[src/rtl/antares_pc_sequencer_pkg.sv]
// Shared types and constants for the fetch PC sequencer.
// No timing of its own; holds the state encoding and the default reset vector.
// Imported by the sequencer; has no ports.
package antares_pc_sequencer_pkg;

    typedef enum logic {
        PCSEQ_RUN  = 1'b0,
        PCSEQ_PEND = 1'b1
    } pcseq_state_e;

    localparam logic [31:0] PCSEQ_RESET_VECTOR = 32'hBFC0_0000;

    function automatic logic pc_misaligned(input logic [31:0] addr);
        return addr[1:0] != 2'b00;
    endfunction

endpackage

[src/rtl/antares_pc_sequencer.sv]
// Fetch PC owner: arbitrates exception vector, branch target and PC+4 with one delay slot.
// Latency: new if_pc one cycle after branch_accept or after if_stall drops while a redirect is held.
// Backpressure: if_stall freezes if_pc; redirects resolved under stall are held until IF frees.
// Optional: ANTARES_BRANCH_ALIGN_CHECK_EN rejects targets with bits [1:0] set and pulses exc_pc_misaligned.
module antares_pc_sequencer
    import antares_pc_sequencer_pkg::*;
#(
    parameter logic [31:0] RESET_VECTOR = PCSEQ_RESET_VECTOR
) (
    input  logic        clk,
    input  logic        rst,
    input  logic        if_stall,
    input  logic        id_stall,
    input  logic        id_is_cti,
    input  logic        id_take_branch,
    input  logic [31:0] pc_branch_address,
    input  logic        exc_request,
    input  logic [31:0] exc_vector,
    output logic [31:0] if_pc,
    output logic [31:0] if_pc_add4,
    output logic        if_in_bds,
    output logic        pc_redirect_pending,
    output logic        exc_pc_misaligned
);

`ifdef ANTARES_BRANCH_ALIGN_CHECK_EN
    localparam bit ALIGN_CHECK = 1'b1;
`else
    localparam bit ALIGN_CHECK = 1'b0;
`endif

    pcseq_state_e state_q, state_d;
    logic [31:0]  pc_q, pc_d;
    logic [31:0]  pend_target_q, pend_target_d;
    logic         pend_exc_q, pend_exc_d;
    logic         misaligned_q, misaligned_d;
    logic         branch_accept;
    logic         branch_bad;
    logic         pend_bad;

    assign branch_accept = id_is_cti & id_take_branch & ~id_stall & ~exc_request;
    assign branch_bad    = ALIGN_CHECK & pc_misaligned(pc_branch_address);
    assign pend_bad      = ALIGN_CHECK & pc_misaligned(pend_target_q);

    always_comb begin
        state_d       = state_q;
        pc_d          = pc_q;
        pend_target_d = pend_target_q;
        pend_exc_d    = pend_exc_q;
        misaligned_d  = 1'b0;
        case (state_q)
            PCSEQ_RUN: begin
                if (exc_request) begin
                    if (!if_stall) begin
                        pc_d = exc_vector;
                    end else begin
                        pend_target_d = exc_vector;
                        pend_exc_d    = 1'b1;
                        state_d       = PCSEQ_PEND;
                    end
                end else if (branch_accept) begin
                    // A rejected target is never parked; the exception unit takes over.
                    if (branch_bad) begin
                        misaligned_d = 1'b1;
                    end else if (!if_stall) begin
                        pc_d = pc_branch_address;
                    end else begin
                        pend_target_d = pc_branch_address;
                        pend_exc_d    = 1'b0;
                        state_d       = PCSEQ_PEND;
                    end
                end else if (!if_stall) begin
                    pc_d = pc_q + 32'd4;
                end
            end
            PCSEQ_PEND: begin
                if (exc_request) begin
                    pend_target_d = exc_vector;
                    pend_exc_d    = 1'b1;
                end
                if (!if_stall) begin
                    state_d = PCSEQ_RUN;
                    if (exc_request) begin
                        pc_d = exc_vector;
                    end else if (pend_bad) begin
                        misaligned_d = 1'b1;
                    end else begin
                        pc_d = pend_target_q;
                    end
                end
            end
            default: state_d = PCSEQ_RUN;
        endcase
    end

    always_ff @(posedge clk or negedge rst) begin
        if (!rst) begin
            state_q       <= PCSEQ_RUN;
            pc_q          <= RESET_VECTOR;
            pend_target_q <= 32'd0;
            pend_exc_q    <= 1'b0;
            misaligned_q  <= 1'b0;
        end else begin
            state_q       <= state_d;
            pc_q          <= pc_d;
            pend_target_q <= pend_target_d;
            pend_exc_q    <= pend_exc_d;
            misaligned_q  <= misaligned_d;
        end
    end

    assign if_pc               = pc_q;
    assign if_pc_add4          = pc_q + 32'd4;
    assign pc_redirect_pending = (state_q == PCSEQ_PEND);
    assign exc_pc_misaligned   = misaligned_q;
    // While held, the instruction stuck in IF is the delay slot unless an exception owns the redirect.
    assign if_in_bds = (state_q == PCSEQ_PEND) ? (~pend_exc_q & ~exc_request) : branch_accept;

    // The delay slot must reach ID before another CTI can resolve.
    no_branch_in_pend: assert property (@(posedge clk) disable iff (!rst)
        (state_q == PCSEQ_PEND) |-> !branch_accept);

endmodule
[config.mk]
export PLATFORM = sky130hd
export DESIGN_NAME = antares_pc_sequencer
export DESIGN_NICKNAME = d
export VERILOG_FILES = /design/src/rtl/antares_pc_sequencer_pkg.sv /design/src/rtl/antares_pc_sequencer.sv
export SDC_FILE = /design/constraint.sdc
export NUM_CORES = 1
export LEC_CHECK = 0
export CAP_MARGIN = 5
export CORE_ASPECT_RATIO = 1.2
export CORE_MARGIN = 2
export CORE_UTILIZATION = 52
export CTS_CLUSTER_DIAMETER = 40
export CTS_CLUSTER_SIZE = 40
export DETAILED_ROUTE_END_ITERATION = 6
export HOLD_SLACK_MARGIN = 0.02
export PLACE_DENSITY = 0.9
export REMOVE_ABC_BUFFERS = 1
export SLEW_MARGIN = 5
export SYNTH_ARGS = -nofsm -noshare
export SYNTH_HDL_FRONTEND = slang
export SYNTH_SLANG_ARGS = --single-unit
[constraint.sdc]
create_clock -name clk -period 4.6 [get_ports clk]
set_input_delay 0.69 -clock clk [delete_from_list [all_inputs] [get_ports clk]]
set_output_delay 0.69 -clock clk [all_outputs]
set_load 0.05 [all_outputs]
# After elaboration in Yosys (flattened, before gate mapping)
# Index checks and enable logic that the tools add are counted.
# totals
regBits	66
inputBits	71
output_inout_bits	67
# op_classes
n_addsub	1
eq_ne	6
n_mux	24
n_bitwise	8
reduce_logical	3
# ops
operator	n
32-bit 2-to-1 mux	11
32-bit case mux with 2 select lines	2
32-bit by 3-bit adder with 32-bit output, second input constant	1
1-bit 2-to-1 mux	9
3-bit != test, second input constant	3
2-bit != test, second input constant	3
1-bit AND	4
1-bit NOT	4
1-bit case mux with 2 select lines	2
4-bit AND reduction	1
3-bit AND reduction	1
2-bit AND reduction	1

# Depth between registers and ports, before layout
# logic_depth
ltp_word	6
depth_mapped	7

# Worst setup path before layout
# OpenSTA, ideal clock, no wires.
# synth_timing
kind	flip-flop to output port
start	reg pc_q[2], in the netlist if_pc[2]
end	out if_pc_add4[28]
arrival_time_ps	2667
setup_slack_ps	1243
path_stages_with_launch	7
cell_sequence	dfrtp_1 ha_1 clkbuf_1 nand4_1 nor4_4 nand4_1 xnor2_1
# synth_between
elab_chain_cells	1
# synth_lines
item	line_no	text
start: declaration	antares_pc_sequencer.sv:33	logic [31:0] pc_q, pc_d;
start signal: assignment	antares_pc_sequencer.sv:105	pc_q <= pc_d;
32-bit by 3-bit adder with 32-bit output	antares_pc_sequencer.sv:113	assign if_pc_add4 = pc_q + 32'd4;
end: declaration	antares_pc_sequencer.sv:20	output logic [31:0] if_pc_add4,
# No other way between the ends.

# Worst setup path in the final report
# layout_timing
start	reg pc_q[2], in the netlist if_pc[2]
end	out if_pc_add4[24]
# Same word-level chain as after synthesis.

==> results.md <==
- Of the available clock period, the critical path in the final layout requires 82.5%.
- Setup violations remaining at the end of the flow were counted as 0.
- The dominant cell by count in the synthesized netlist is sky130_fd_sc_hd__a21oi_1.
- The share of total power dissipated in sequential elements is 34.0%.
- The routed wirelength normalized by instance count is 19.7 µm.
- The root buffer selected by CTS is sky130_fd_sc_hd__clkbuf_8.
- The run finished with clean final reports.
- Once the floorplan was initialized, standard cells occupied 53.7% of the core.
- In the final layout, the multi-input gates occupy 2660 µm².
- Static timing analysis puts the maximum clock frequency at 0.264 GHz.
- The initial antenna violation count is 0.
- The leakage power figure is 2.39 nW.
- The TritonCTS buffer count is 9.
- In the global route stage, met1 resource usage came out at 37.6%.
- The net count reported at finish is 738.
- Entering global routing, the biggest net connects 65 pins.
- The repair_antennas step left the layout with diodes totalling 0.
- The total of flip-flops plus latches after synthesis is 66.
- The number of global-route vias before repair is 5096.
- For this run, the number of Yosys warnings is 0.
- The H-tree generated during clock tree synthesis spans 3 levels.
- The die is 90.1 µm wide.
- The type of destination of the critical path is an output pin.
- The area of the core is 8610 µm².
- For the final database, setup skew stands at 0.0105 ns.
- Combinational logic burns 44.4% of the power.
- The number of iterations in the first detailed-routing pass is 5.
- The die height is 107 µm.
- In the synthesized netlist the dominant register cell turns out to be sky130_fd_sc_hd__dfrtp_1.
- After floorplanning, the core was divided into 37 placement rows.
- The max-capacitance violation count is 0.
- The first global-routing pass estimated 24.6 mm of wire.
- The internal portion of the total power is 1.37 mW.
- The DRC violation count after routing is 0.
- The final-layout fill cell count is 701.
- The post-synthesis cell type with the largest combined area is sky130_fd_sc_hd__dfrtp_1.
- The aggregate routed wire length is 15.5 mm.
- The analysis attributes to net switching a power of 1.04 mW.
- In the synthesized netlist, the number of instances is 560.
- The number of buffers on the longest clock path is 2.
- The global routing stage identified its most utilized layer as met2.
- The share of total power dissipated in the clock network is 21.6%.
- The last weighted congestion value of the routability-driven placer is 0.908.
- The ratio of cells with drive above 1 in the final layout is 8.20%.
- The total count of hold-check failures in the final report is 0.
- The insertion delay to the later sink of the worst-skew pair is 0.36 ns.
- The share of the synthesized area in the top cell type is 30.8%.
- The number of clock sinks is 66.
- The starting DRC count in detailed routing is 491.
- The number of buffers inserted by port buffering is 136.
- The path class of the tightest hold or removal check is in -> async.
- The clock period minus worst slack is 3.79 ns.
- The relative slew slack is 20.5%.
- The count of cell types in the netlist is 56.
- Sorting the synthesized cells by area gives the leading types as sky130_fd_sc_hd__dfrtp_1, sky130_fd_sc_hd__a21oi_1, sky130_fd_sc_hd__a221o_1.
- The die covers 9670 µm².
- The average via count per standard cell is 6.48.
- The post-detailed-placement half-perimeter wirelength is 10.7 mm.
- The max-slew violation total from the final report is 0.
- Dividing total power by cell area gives a power density of 389 nW/µm².
- In this run the post-CTS setup repair buffer count came out at 0.
- The post-synthesis area per instance is 8.26 µm².
- At the worst endpoint, the required time is 3.91 ns.
- The total overflow left after global routing is 0.
- At the pin with the least slew margin, the transition time is 1.19 ns.
- Pin placement for this block handled 138 I/O pins.
- Setup repair after global routing left no endpoint under its margin.
- The remaining antenna violation count is 0.
- The sum of negative setup slack is 0 ns.
- The TritonCTS clock tree is done.
- The proportion of synthesized flip-flops having asynchronous set or reset is 100%.
- After synthesis, the most frequently instantiated cells are sky130_fd_sc_hd__a21oi_1, sky130_fd_sc_hd__dfrtp_1, sky130_fd_sc_hd__o21ai_0.
- The depth of the most critical reg-to-reg path is 7.
- The data arrival time of the critical path is 3.10 ns.
- The sequential fraction of the synthesis area is 36.0%.
- Across every metal layer, demand over resource in global routing totals 31.6%.
- The sequential cells in the finished layout cover a total of 1660 µm².
- The routed via count is 5103.
- The largest driver fanout on the critical path is 8.
- After layout, the design draws a total of 2.40 mW.
- The post-synthesis cell area is 4620 µm².
- Yosys mapped a number of flops with a built-in enable equal to 0.
- The maximum ir drop on the vdd rail is 252 µV.
- The critical path is of the reg -> out type.
- In the global route stage, met3 resource usage came out at 7.28%.
- For this run, global-route usage on met2 was measured as 55.2%.
- From synthesis to final layout, the design area changed by 33.5%.
- STA classifies the critical path startpoint as a flip-flop.
- After clock tree synthesis, the flow added hold-fix buffers numbering 0.
- Net switching is 43.1% of the power.
- After clock tree synthesis, the clock-pin slew on the worst setup and hold paths is 0.08 ns.
- Gates resized during post-CTS repair numbered 0.
## placed cells by master (no fill, tap or decap), types with 3 or more instances in the layout
master                            instances
sky130_fd_sc_hd__a221o_1                 30
sky130_fd_sc_hd__clkdlybuf4s50_1        133
sky130_fd_sc_hd__xnor2_1                 26
sky130_fd_sc_hd__a31oi_1                  4
sky130_fd_sc_hd__nor2_1                  25
sky130_fd_sc_hd__o21ai_0                 50
sky130_fd_sc_hd__buf_2                    3
sky130_fd_sc_hd__a2bb2oi_1               16
sky130_fd_sc_hd__nand3_1                 13
sky130_fd_sc_hd__o22ai_1                  3
sky130_fd_sc_hd__nand3b_1                28
sky130_fd_sc_hd__and2_1                   5
sky130_fd_sc_hd__nor2_2                   3
sky130_fd_sc_hd__clkbuf_8                11
sky130_fd_sc_hd__nor3b_1                  4
sky130_fd_sc_hd__o31a_1                   4
sky130_fd_sc_hd__inv_1                   24
sky130_fd_sc_hd__buf_4                    9
sky130_fd_sc_hd__dfstp_2                  9
sky130_fd_sc_hd__nand4_1                 10
sky130_fd_sc_hd__nand2_1                 48
sky130_fd_sc_hd__and3_1                   5
sky130_fd_sc_hd__a22oi_1                  6
sky130_fd_sc_hd__and4_1                   3
sky130_fd_sc_hd__a21oi_1                100
sky130_fd_sc_hd__a221oi_1                 5
sky130_fd_sc_hd__dfrtp_1                 56
## logic make-up (layout without fill, tap and decap cells)
family / Yosys count / count (layout) / synth area share [%]
DFF: 66 / 66 / 36.0
other: 1 / 1 / 0.0811
AOI/OAI and AO/OA: 229 / 229 / 31.6
xor gates and xnor gates: 28 / 28 / 5.30
muxes: 3 / 3 / 0.703
adders and majority gates: 1 / 1 / 0.271
and+or+nand+nor: 158 / 158 / 19.4
buffers and inverters: 74 / 185 / 6.71
## cell type report
type                            count  share of cell area (%)
Clock buffer                       12                    2.51
Sequential cell                    66                    26.9
Inverter                           24                    1.46
Tap cell                          117                    2.37
Timing Repair Buffer              145                    22.9
Multi-Input combinational cell    420                    43.0
Clock inverter                      4                   0.810
## flip-flops by register name (all words and copies together), names as in the netlist
signal,count
pend_target_q,32
if_pc,32
pc_redirect_pending,1
pend_exc_q,1
## final timing paths
path	slack, ns	start	endpoint
max in group asynchronous	3.16	rst	if_pc[28]
min	0.45	rst	pend_target_q[9]
max reg2reg	1.64	pc_redirect_pending	pend_target_q[14]
max	0.81	if_pc[2]	if_pc_add4[24]
min in group clk	0.49	pend_target_q[0]	pend_target_q[0]
min reg2reg	0.49	pend_target_q[0]	pend_target_q[0]
## metrics by stage
step / util (%) / cells / setup slack, ns / hold WS [ns] / cell area (µm²)
3_5_place_dp: 69.3 / 772 / 1.22 / 0.478 / 5970
5_1_grt: 71.7 / 788 / 0.644 / 0.484 / 6180
3_3_place_gp: 69.3 / 772 / 1.24 / 0.466 / 5970
2_1_floorplan: - / 510 / 1.34 / 0.394 / 4400
6_report: 71.7 / 788 / 0.807 / 0.445 / 6180
4_1_cts: 71.7 / 788 / 0.814 / 0.446 / 6180
## worst max-delay path, stage by stage (launching register included)
cell	delay, ns
sky130_fd_sc_hd__dfrtp_1	0.46
sky130_fd_sc_hd__ha_1	0.35
sky130_fd_sc_hd__nand4_1	0.19
sky130_fd_sc_hd__nor4_4	0.43
sky130_fd_sc_hd__and4_2	0.35
sky130_fd_sc_hd__xnor2_1	0.14
sky130_fd_sc_hd__clkdlybuf4s50_1	0.83
## routing by layer
layer	up-vias	wire length [µm]
li1	2272	-
met4	0	323
met5	-	0
met2	303	7940
met1	2492	5850
met3	36	1420
## power groups by stage
stage / Combinational, mW / Clock, mW / Sequential, mW
after floorplan: 0.488 / 0 / 0.975
after global placement: 1.04 / 0 / 0.809
after detailed placement: 1.06 / 0 / 0.820
after CTS: 1.06 / 0.517 / 0.810
after global routing: 1.12 / 0.540 / 0.828
final: 1.07 / 0.520 / 0.816
Note: power is estimated with default switching activity, not from simulation.
